$ cat config.mk
export PLATFORM = sky130hd
export DESIGN_NAME = baccarat_round_ctrl
export DESIGN_NICKNAME = d
export VERILOG_FILES = /design/src/rtl/baccarat_round_ctrl.sv
export SDC_FILE = /design/constraint.sdc
export NUM_CORES = 1
export LEC_CHECK = 0
export BUFFER_PORTS_ARGS = -buffer_cell sky130_fd_sc_hd__buf_4
export CAP_MARGIN = 30
export CELL_PAD_IN_SITES_DETAIL_PLACEMENT = 0
export CELL_PAD_IN_SITES_GLOBAL_PLACEMENT = 2
export CORE_MARGIN = 5
export CORE_UTILIZATION = 31
export DETAILED_ROUTE_END_ITERATION = 16
export PLACE_DENSITY_LB_ADDON = 0.1
export SLEW_MARGIN = 0
export SYNTH_ARGS = -nofsm -noshare
export SYNTH_HDL_FRONTEND = slang
export SYNTH_SLANG_ARGS = --single-unit
export TNS_END_PERCENT = 100
$ cat constraint.sdc
create_clock -name clk -period 2.6 [get_ports clk]
set_input_delay 0 -clock clk [delete_from_list [all_inputs] [get_ports clk]]
set_output_delay 0 -clock clk [all_outputs]
set_load 0.05 [all_outputs]
$ cat src/rtl/baccarat_round_ctrl.sv
// Multi-round baccarat dealing controller with a card request/acknowledge handshake.
// Build option: define BACCARAT_NATURAL_EN to end dealing on a natural (8/9) after two cards.
module baccarat_round_ctrl #(
    parameter int NUM_ROUNDS = 1,
    parameter int WIN_W      = 8
) (
    input  logic             clk,
    input  logic             resetb,
    input  logic             start,
    input  logic             deal_ack,
    input  logic [3:0]       pscore,
    input  logic [3:0]       dscore,
    input  logic [3:0]       pcard3,
    output logic             deal_req,
    output logic [2:0]       load_pcard,
    output logic [2:0]       load_dcard,
    output logic             player_win_light,
    output logic             dealer_win_light,
    output logic [WIN_W-1:0] player_wins,
    output logic [WIN_W-1:0] dealer_wins,
    output logic [WIN_W-1:0] ties,
    output logic             busy,
    output logic             round_done
);

    typedef enum logic [3:0] {
        ST_IDLE = 4'd0,  ST_P1   = 4'd1,  ST_D1   = 4'd2, ST_P2 = 4'd3,
        ST_D2   = 4'd4,  ST_DEC2 = 4'd5,  ST_P3   = 4'd6, ST_DEC3 = 4'd7,
        ST_D3   = 4'd8,  ST_EVAL = 4'd9,  ST_SHOW = 4'd10
    } state_t;

    localparam logic [7:0] ROUNDS_M1 = 8'(NUM_ROUNDS - 1);

    state_t           state_r;
    state_t           state_s;
    logic [7:0]       round_cnt_r;
    logic             player_light_r;
    logic             dealer_light_r;
    logic [WIN_W-1:0] player_wins_r;
    logic [WIN_W-1:0] dealer_wins_r;
    logic [WIN_W-1:0] ties_r;
    logic             natural_s;
    logic             deal_req_s;
    logic [2:0]       load_p_s;
    logic [2:0]       load_d_s;
    logic             busy_s;
    logic             round_done_s;

    // Dealer third-card table, indexed by dealer two-card score and player third card.
    function automatic logic dealer_draws(input logic [3:0] ds, input logic [3:0] p3);
        logic draw;
        case (ds)
            4'd0, 4'd1, 4'd2: draw = 1'b1;
            4'd3:             draw = (p3 != 4'd8);
            4'd4:             draw = (p3 >= 4'd2) && (p3 <= 4'd7);
            4'd5:             draw = (p3 >= 4'd4) && (p3 <= 4'd7);
            4'd6:             draw = (p3 >= 4'd6) && (p3 <= 4'd7);
            default:          draw = 1'b0;
        endcase
        return draw;
    endfunction

    function automatic logic [WIN_W-1:0] sat_inc(input logic [WIN_W-1:0] v);
        logic [WIN_W-1:0] r;
        if (v == {WIN_W{1'b1}}) begin
            r = v;
        end else begin
            r = v + WIN_W'(1'b1);
        end
        return r;
    endfunction

`ifdef BACCARAT_NATURAL_EN
    assign natural_s = (pscore >= 4'd8) || (dscore >= 4'd8);
`else
    assign natural_s = 1'b0;
`endif

    // State register.
    always_ff @(posedge clk) begin
        if (resetb) begin
            state_r <= ST_IDLE;
        end else begin
            state_r <= state_s;
        end
    end

    // Next-state logic; dealing states wait on deal_ack.
    always_comb begin
        state_s = state_r;
        case (state_r)
            ST_IDLE: state_s = start    ? ST_P1   : ST_IDLE;
            ST_P1:   state_s = deal_ack ? ST_D1   : ST_P1;
            ST_D1:   state_s = deal_ack ? ST_P2   : ST_D1;
            ST_P2:   state_s = deal_ack ? ST_D2   : ST_P2;
            ST_D2:   state_s = deal_ack ? ST_DEC2 : ST_D2;
            ST_DEC2: begin
                if (natural_s) begin
                    state_s = ST_EVAL;
                end else if (pscore <= 4'd5) begin
                    state_s = ST_P3;
                end else if (dscore <= 4'd5) begin
                    state_s = ST_D3;
                end else begin
                    state_s = ST_EVAL;
                end
            end
            ST_P3:   state_s = deal_ack ? ST_DEC3 : ST_P3;
            ST_DEC3: state_s = dealer_draws(dscore, pcard3) ? ST_D3 : ST_EVAL;
            ST_D3:   state_s = deal_ack ? ST_EVAL : ST_D3;
            ST_EVAL: state_s = ST_SHOW;
            ST_SHOW: state_s = (round_cnt_r != 8'd0) ? ST_P1 : ST_IDLE;
            default: state_s = ST_IDLE;
        endcase
    end

    // Outputs; strobes are gated by reset so nothing loads during the reset cycle.
    always_comb begin
        deal_req_s   = 1'b0;
        load_p_s     = 3'b000;
        load_d_s     = 3'b000;
        busy_s       = 1'b0;
        round_done_s = 1'b0;
        if (!resetb) begin
            busy_s = (state_r != ST_IDLE);
            case (state_r)
                ST_P1:   begin deal_req_s = 1'b1; load_p_s = {2'b00, deal_ack}; end
                ST_D1:   begin deal_req_s = 1'b1; load_d_s = {2'b00, deal_ack}; end
                ST_P2:   begin deal_req_s = 1'b1; load_p_s = {1'b0, deal_ack, 1'b0}; end
                ST_D2:   begin deal_req_s = 1'b1; load_d_s = {1'b0, deal_ack, 1'b0}; end
                ST_P3:   begin deal_req_s = 1'b1; load_p_s = {deal_ack, 2'b00}; end
                ST_D3:   begin deal_req_s = 1'b1; load_d_s = {deal_ack, 2'b00}; end
                ST_SHOW: round_done_s = (round_cnt_r == 8'd0);
                default: deal_req_s = 1'b0;
            endcase
        end else begin
            busy_s = 1'b0;
        end
    end

    // Round counter, win lights and saturating tallies.
    always_ff @(posedge clk) begin
        if (resetb) begin
            round_cnt_r    <= 8'd0;
            player_light_r <= 1'b0;
            dealer_light_r <= 1'b0;
            player_wins_r  <= '0;
            dealer_wins_r  <= '0;
            ties_r         <= '0;
        end else begin
            case (state_r)
                ST_IDLE: begin
                    if (start) begin
                        round_cnt_r    <= ROUNDS_M1;
                        player_light_r <= 1'b0;
                        dealer_light_r <= 1'b0;
                    end
                end
                ST_EVAL: begin
                    if (pscore > dscore) begin
                        player_light_r <= 1'b1;
                        player_wins_r  <= sat_inc(player_wins_r);
                    end else if (dscore > pscore) begin
                        dealer_light_r <= 1'b1;
                        dealer_wins_r  <= sat_inc(dealer_wins_r);
                    end else begin
                        player_light_r <= 1'b1;
                        dealer_light_r <= 1'b1;
                        ties_r         <= sat_inc(ties_r);
                    end
                end
                ST_SHOW: begin
                    if (round_cnt_r != 8'd0) begin
                        round_cnt_r    <= round_cnt_r - 8'd1;
                        player_light_r <= 1'b0;
                        dealer_light_r <= 1'b0;
                    end
                end
                default: round_cnt_r <= round_cnt_r;
            endcase
        end
    end

    assign deal_req         = deal_req_s;
    assign load_pcard       = load_p_s;
    assign load_dcard       = load_d_s;
    assign busy             = busy_s;
    assign round_done       = round_done_s;
    assign player_win_light = player_light_r;
    assign dealer_win_light = dealer_light_r;
    assign player_wins      = player_wins_r;
    assign dealer_wins      = dealer_wins_r;
    assign ties             = ties_r;

endmodule
* After elaboration in Yosys (flattened, before gate mapping)
Index checks and enable logic that the tools add are counted.
** Storage, ports and cells
- Register bits after elaboration :: 38
- Output and inout port bits :: 35
- Logic and storage cells :: 99
** Cells by class
- Add/subtract/negate cells :: 4
- Magnitude comparators :: 8
- Equal/unequal tests :: 24
- Muxes and demuxes :: 33
- Bitwise logic cells :: 5
- Reductions and logical operators :: 18
** Operators by type and width (number)
- 4-bit case mux with 11 select lines :: 1
- 4-bit by 3-bit == test with 1-bit output (second input constant) :: 7
- 8-bit by 1-bit adder with 8-bit output (second input constant) :: 3
- 8-bit == test (second input constant) :: 3
- 1-bit two-way mux :: 19
- 3-bit case mux with 3 select lines :: 2
- 4-bit by 2-bit == test with 1-bit output (second input constant) :: 4
- 8-bit two-way mux :: 2
- 8-bit case mux with 2 select lines :: 1
- 4-bit AND reduction :: 4
- 4-bit == test (second input constant) :: 3
- 4-bit by 3-bit <= comparator with 1-bit output (second input constant) :: 3
- 3-bit two-way mux :: 3
- 4-bit by 1-bit == test with 1-bit output (second input constant) :: 2
- 4-bit by 3-bit greater-or-equal comparator with 1-bit output (second input constant) :: 2
- 4-bit > comparator :: 2
- 4-bit zero test :: 2
- 8-bit zero test :: 1
- 8-bit nonzero test :: 1
- 8-bit by 1-bit subtractor with 8-bit output (second input constant) :: 1
- 2-bit inequality test (second input constant) :: 3
- 1-bit case mux with 3 select lines :: 2
- 3-bit AND reduction :: 2
- 6-bit OR reduction :: 1
- 12 further kinds :: 18

* Longest topological paths before layout
Gate-level depths: netlist of run 1.
- Word-level depth :: 6
- Depth in mapped cells :: 8
- Depth with buffers taken out :: 7

* Least setup slack after synthesis of run 1
Ideal clock, no wire load.
- Path type :: reg-to-output
- From :: register state_r[3]
- To :: output load_dcard[2]
- Data arrival time :: 2.186 ns
- Data required time :: 2.600 ns
- Setup slack :: 0.414 ns
- Cell stages (with the launch flop) :: 4
- Buffers on the path :: 1
- Path through :: dfxtp_1 clkbuf_1 nand2b_1 nor4_1
** Between the ends
- Cells in the longest elaborated chain, start to end :: 3
- Elaborated cells between the ends (all ways) :: 5
- Those cells by class :: eq/ne: 3; mux: 2
** RTL lines
- start, declared :: RTL line 34 : state_t state_r;
- start signal, assigned :: RTL line 84 : state_r <= state_s;
- 4-bit == test (tied with other cells) :: RTL line 126 : case (state_r)
- 3-bit case mux with 3 select lines * :: RTL line 126
- 3-bit two-way mux * :: RTL line 124 : if (!resetb) begin
- end, declared :: RTL line 16 : output logic [2:0] load_dcard,
Every way passes the cells marked *; elsewhere a longest branch is shown, timed or not.

* Worst setup path in the final report of run 1
- From :: register state_r[2]
- To :: register dealer_wins_r[3], in the netlist dealer_wins[3]
** Between the ends
- Cells in the longest elaborated chain, start to end :: 2
** RTL lines
- 4-bit == test :: RTL line 151 : case (state_r)
- 4-bit AND reduction (no line)
- end signal, assigned :: RTL line 165 : dealer_wins_r <= sat_inc(dealer_wins_r);
- end, declared :: RTL line 40 : logic [WIN_W-1:0] dealer_wins_r;
Every way passes these cells.
A chain may end at the register's enable or synchronous reset.

==> results by group, run 1 <==
Floorplanning
  – Initial Util: 0.319
  – Die area: 0.00875 sq mm
  – Ports: 51
  – # rows: 30
  – Die X: 93.6 um
  – Core area: 0.00679 sq mm
  – Die height: slightly above 90 um

STA
  – F_max: roughly 500 MHz
  – Final Hold Vio Count: 0
  – RSZ-0062 raised after global routing: no
  – Post-layout min period: around 2000 ps
  – Worst slew margin: 0.675
  – Post-Route Skew: 10.3 ps
  – Total Neg Setup Slack: 0 ps
  – Fin crit share: 0.771
  – Slew Limit Fails: 0
  – # setup viols final: 0
  – Setup ws final: a little under 600 ps
  – Fin Hold WS: 83.6 ps
  – Worst Tran Pin Value: ~500 ps

Setup path
  – CP delay by family, top: simple AND/OR/NAND/NOR gates
  – Cell breakdown of the critical path: and4bb_2 -> inv_2 -> a211o_1 -> or4_1 -> a21oi_1
  – CP Depth: 5
  – CP max stage cell: or4_1
  – Reg2reg path depth: 5
  – Critical path class: reg -> reg
  – Slowest Stage Delay on Critical Path: 520 ps
  – Element type at the critical path end: flip-flop
  – Crit path DAT: roughly 2200 ps
  – Crit start category: flip-flop
  – Critical path required time: 2820 ps
  – Max FO, Critical Path: 14
  – Critical path buffers and inverters: 1

Drt
  – WL met1: 2670 um
  – WL per Instance: around 13 um
  – Initial drt markers: 66
  – Residual DRC: 0
  – Met3 Wirelength: roughly 250 um
  – Vias after detailed routing: a little over 2000
  – DRT Pass-1 Iters: 4
  – WL met2: 2460 um
  – Post-Route WL: around 5400 um
  – Vias per Instance: 5.02
  – DRT antenna net count: 0
  – DR top layer: met4

Synthesis
  – Post-Synthesis Net Count: around 290
  – Area contributors post-synth: dfxtp_1 35%, nor2_1 5.9%, a21oi_1 4.9%
  – Synth Instances: 267
  – Seq/Total Area, Yosys: 0.351
  – Warnings from Yosys: 0
  – Number of synthesized flops with an enable pin: 0
  – Asr flop ratio synth: 0
  – Distinct cells, synth: 50
  – Syn Area/Cell: 8.11 sq um
  – Synth Flop Type: dfxtp_1
  – #FFs+latches synth: 38
  – Synth area leader: dfxtp_1
  – Share of the synthesized area in the top cell type: 0.351
  – Cell area after synthesis: 0.00216 sq mm

Power and ir drop
  – Leak: 1.03 nW
  – Peak supply drop: 0.166 mV
  – Total power: 0.00131 W
  – PwrDens: 477 mW/mm^2

Flow run
  – Max-Cap Viols: 0

Cells and area
  – Share of cells above drive strength 1: 0.208
  – Most frequent cells in the layout: 56 x buf_4, 38 x dfxtp_1, 34 x nor2_1
  – Final Non-Filler Cells: 414
  – Nets@finish: 341
  – Storage element area: ~760 sq um
  – Synth-to-Final Area Change: 27.2%
  – Commonest non-fill, non-tap cell in the layout: buf_4
  – Antenna Cells: 0
  – Filler Cells Inserted: 752
  – Multi-input gate area: 0.00129 sq mm

Global routing
  – Vias in the first global route: 2022
  – Largest net degree at the start of global routing: 39
  – First-pass GRT wire length: 9320 um
  – Grt ovf: 0
  – Initial antenna violation count: 0
  – Tot GR Track Use: 0.131

Clock network
  – Inserted Clock Buffers: 5
  – H-tree levels: 2
  – Cts hold-fix bufs: 0
  – # resized after CTS: 0
  – Worst-path clk slew: 70 ps
  – CTS tree: built
  – Root buf cell: clkbuf_8
  – Post-CTS setup buffers: 0
  – Max clock buf depth: 2
  – Worst skew pair latency: 290 ps
  – Count of clock tree sinks: 38

Placed design
  – Dpl cells: 406
  – Dpl ws: between 400 and 500 ps
  – Final HPWL DP: 3990 um
  – Port Buf Inserts: 50
  – GPL Wtd Cong: 0.722

Hold path
  – Hold Path Cell Cnt: 3
  – Hold Crit Class: in -> reg

Status
  – Status: finished, final reports clean
==> routing by layer <==
layer	up-vias	GRT usage
met3	4	0.0386
met5	-	0
li1	1088	-
met4	0	0.0433
met2	38	0.200
met1	949	0.176
==> metrics by stage <==
step	area, sq um	util
floorplan	2160	-
global placement	2650	0.390
detailed placement	2650	0.390
CTS	2750	0.405
global route	2750	0.405
finish	2750	0.405
==> cell type report <==
| class | count | share of cell area |
|---|---|---|
| Clock buffer | 7 | 0.0277 |
| Clock inverter | 1 | 0.0109 |
| Inverter | 15 | 0.0204 |
| Multi-Input combinational cell | 201 | 0.468 |
| Sequential cell | 38 | 0.276 |
| Tap cell | 96 | 0.0436 |
| Timing Repair Buffer | 56 | 0.153 |
==> kinds of logic after synthesis <==
group	Yosys count	share of synthesized area
AO/OA/AOI/OAI	65	0.200
XOR/XNOR	14	0.0566
adder cells (fa/ha/maj)	8	0.0462
buffers and inverters	28	0.0526
flip-flops	38	0.351
multiplexers	4	0.0197
AND/OR/NAND/NOR	110	0.273
==> registers in the layout, indices dropped and copies added (netlist names) <==
| register | cells |
|---|---|
| round_cnt_r | 8 |
| state_r | 4 |
| dealer_win_light | 1 |
| player_wins | 8 |
| player_win_light | 1 |
| dealer_wins | 8 |
| ties | 8 |
==> worst register-to-register path, stage by stage, from the launching register on <==
cell and delay, ps:
dfxtp_1 360, and4bb_2 400, inv_2 60, a211o_1 450
or4_1 530, a21oi_1 150
==> power breakdown <==
group          leakage [nW]  internal [W]  switching [W]
clock network        0.0524      0.000287       0.000199
logic                 0.668     0.0000874       0.000125
registers             0.307      0.000599      0.0000165
total                  1.03      0.000974       0.000341
==> final timing paths <==
| check | slack [ps] | startpoint | endpoint |
|---|---|---|---|
| worst min register to register | 470 | player_win_light | player_win_light |
| worst max-delay path | 590 | state_r[2] | dealer_wins[3] |
| worst max register to register | 590 | state_r[2] | dealer_wins[3] |
| worst min-delay path | 80 | deal_ack | state_r[2] |
==> cell usage after synthesis (all sizes together), types with 5 or more instances <==
cell type	number
dfxtp	38
xor2	7
xnor2	7
o31ai	8
a21oi	21
o21ai	9
a2111oi	5
a31oi	5
nand3	8
or4	6
ha	8
o211ai	5
nor3	7
nand4	6
inv	15
clkbuf	10
nor4	8
or3	7
nand2	13
nor2	34
Power figures use the tool's default switching activity.
==> inputs of run 2 (changes only) <==
==> constraint.sdc (replaced) <==
create_clock -name clk -period 1.95 [get_ports clk]
set_input_delay 0 -clock clk [delete_from_list [all_inputs] [get_ports clk]]
set_output_delay 0 -clock clk [all_outputs]
set_load 0.05 [all_outputs]
==> results by group, run 2 (same netlist as run 1, synthesis figures left out) <==
Status
  – Status: finished, final reports clean

Setup path
  – Critical path class: reg -> reg
  – CP max stage cell: or4_1
  – Critical path required time: 2170 ps (-650 ps)
  – Slowest Stage Delay on Critical Path: 490 ps (-30 ps)
  – Element type at the critical path end: flip-flop
  – Max FO, Critical Path: 12 (-2)
  – Crit start category: flip-flop
  – Cell breakdown of the critical path: and4bb_2 -> inv_2 -> a211o_2 -> or4_1 -> a21oi_1
  – Crit path DAT: 2050 ps (-170 ps)

Global routing
  – Tot GR Track Use: 0.127 (-0.00369)
  – Largest net degree at the start of global routing: 39 (unchanged)
  – Grt ovf: 0 (unchanged)
  – Vias in the first global route: 1985 (-1.8%)
  – First-pass GRT wire length: 9190 um (-1.4%)
  – Initial antenna violation count: 0 (unchanged)

STA
  – Final Hold Vio Count: 0 (unchanged)
  – Worst Tran Pin Value: 418 ps (-68.8 ps)
  – RSZ-0062 raised after global routing: yes
  – Slew Limit Fails: 0 (unchanged)
  – Fin crit share: 0.938 (+0.166)
  – Total Neg Setup Slack: 0 ps (unchanged)
  – Post-Route Skew: 8.10 ps (-2.20 ps)
  – Post-layout min period: 1830 ps (-177 ps)
  – Worst slew margin: 0.714 (+0.0395)
  – F_max: 547 MHz (+9.7%)
  – # setup viols final: 0 (unchanged)

Floorplanning
  – Die height: 93.6 um (unchanged)
  – Die X: 93.6 um (unchanged)
  – Die area: 0.00875 sq mm (unchanged)
  – Ports: 51 (unchanged)
  – Initial Util: 0.319 (unchanged)
  – Core area: 0.00679 sq mm (unchanged)
  – # rows: 30 (unchanged)

Cells and area
  – Antenna Cells: 0 (unchanged)
  – Nets@finish: 353 (+3.5%)
  – Most frequent cells in the layout: 68 x buf_4, 34 x nor2_1, 27 x dfxtp_1
  – Share of cells above drive strength 1: 0.291 (+0.0834)
  – Commonest non-fill, non-tap cell in the layout: buf_4
  – Filler Cells Inserted: 700 (-6.9%)
  – Synth-to-Final Area Change: 32.6%
  – Storage element area: 774 sq um (+1.8%)
  – Multi-input gate area: 0.00131 sq mm (+1.8%)
  – Final instance area: 0.00287 sq mm (+4.2%)

Power and ir drop
  – Leak: 1.09 nW (+5.9%)
  – Clock network fraction of design power: 0.335 (-0.035)
  – PwrDens: 591 mW/mm^2 (+24%)
  – Cell Int Power: 0.00122 W (+25%)
  – P_sw: 0.000479 W (+40%)
  – Sw Ratio: 0.282 (+0.0230)
  – Comb power frac: 0.182 (+0.020)
  – Peak supply drop: 0.259 mV (+56%)
  – Seq pwr share: 0.483 (+0.015)

Placed design
  – Final HPWL DP: 4150 um (+4.0%)
  – GPL Wtd Cong: 0.775 (+7.3%)
  – Post-DP Area: 0.00276 sq mm (+4.1%)
  – Port Buf Inserts: 50 (unchanged)

Clock network
  – Worst-path clk slew: 80 ps (about the same)
  – Root buf cell: clkbuf_8
  – CTS tree: built
  – Max clock buf depth: 2 (unchanged)
  – Worst skew pair latency: 290 ps (about the same)
  – H-tree levels: 2 (unchanged)
  – Cts hold-fix bufs: 0 (unchanged)
  – Count of clock tree sinks: 38 (unchanged)
  – Inserted Clock Buffers: 5 (unchanged)

Drt
  – Post-Route WL: 5470 um (+0.83%)
  – Vias after detailed routing: 2154 (+3.6%)
  – Residual DRC: 0 (unchanged)
  – DRT Pass-1 Iters: 4 (unchanged)
  – WL per Instance: 12.8 um (-2.0%)
  – Vias per Instance: 5.06 (+0.69%)
  – DRT antenna net count: 0 (unchanged)
  – Initial drt markers: 61 (-7.6%)

Flow run
  – Max-Cap Viols: 0 (unchanged)

Hold path
  – Hold Crit Class: in -> reg
[run 2: cell types whose count changed in the layout (fill, tap and decap cells not counted)]
cell,delta
buf_4,+12
a2111oi_2,+2
nor4_1,-2
bufinv_16,-1
a211o_1,-1
clkinvlp_4,+1
dfxtp_1,-11
clkinv_2,+1
clkbuf_1,-2
clkbuf_8,+1
a211o_2,+1
dfxtp_2,+11
nor4_2,+2
a2111oi_1,-2
[run 2: metal layers]
metal / wire [um] / vias up / GRT usage
met1: 2770 / 1000 / 0.173
met4: 31 / 0 / 0.0289
met3: 244 / 2 / 0.0394
met2: 2430 / 38 / 0.197
li1: - / 1114 / -
met5: 0 / - / 0
[run 2: worst max-delay path, delay by kind of cell, from the launching register on]
| family | cells | cell delay, ps |
|---|---|---|
| buffers and inverters | 1 | 60 |
| AND/OR/NAND/NOR | 2 | 850 |
| flip-flops | 1 | 310 |
| AO/OA/AOI/OAI | 2 | 540 |
[run 2: through the flow]
step	util	power, W	cells	setup WS [ps]	hold slack, ps
finish	0.422	0.00170	426	122	91.5
global route	0.422	0.00180	426	1.55	116
CTS	0.420	0.00173	425	87.6	74.9
detailed placement	0.406	0.00115	417	100	384
global placement	0.406	0.00115	417	136	393
floorplan	-	0.00104	267	-156	211
[run 2: cell type report]
class | count | area share
multi-input combinational | 201 | 0.458
timing repair buffer | 68 | 0.178
inverter | 15 | 0.0196
sequential | 38 | 0.270
clock inverter | 2 | 0.00436
clock buffer | 6 | 0.0288
tap | 96 | 0.0418
[run 2: timing repair]
action / CTS / global route
setup buffers: 0 / 1
gates resized for setup: 0 / 3
endpoints found under the setup margin: 0 / 3
[run 2: final timing paths]
check	startpoint	end	slack, ps	cells after the start
max	state_r[1]	dealer_wins[3]	120	5
min	deal_ack	state_r[2]	90	3
max reg2reg	state_r[1]	dealer_wins[3]	120	5
min reg2reg	player_wins[6]	player_wins[6]	470	1
[run 2: power groups by stage]
stage	clock [W]	sequential, W	combinational [W]
2_1_floorplan	0	0.000836	0.000205
3_3_place_gp	0	0.000838	0.000311
3_5_place_dp	0	0.000837	0.000309
4_1_cts	0.000603	0.000819	0.000311
5_1_grt	0.000629	0.000823	0.000343
6_report	0.000568	0.000820	0.000308
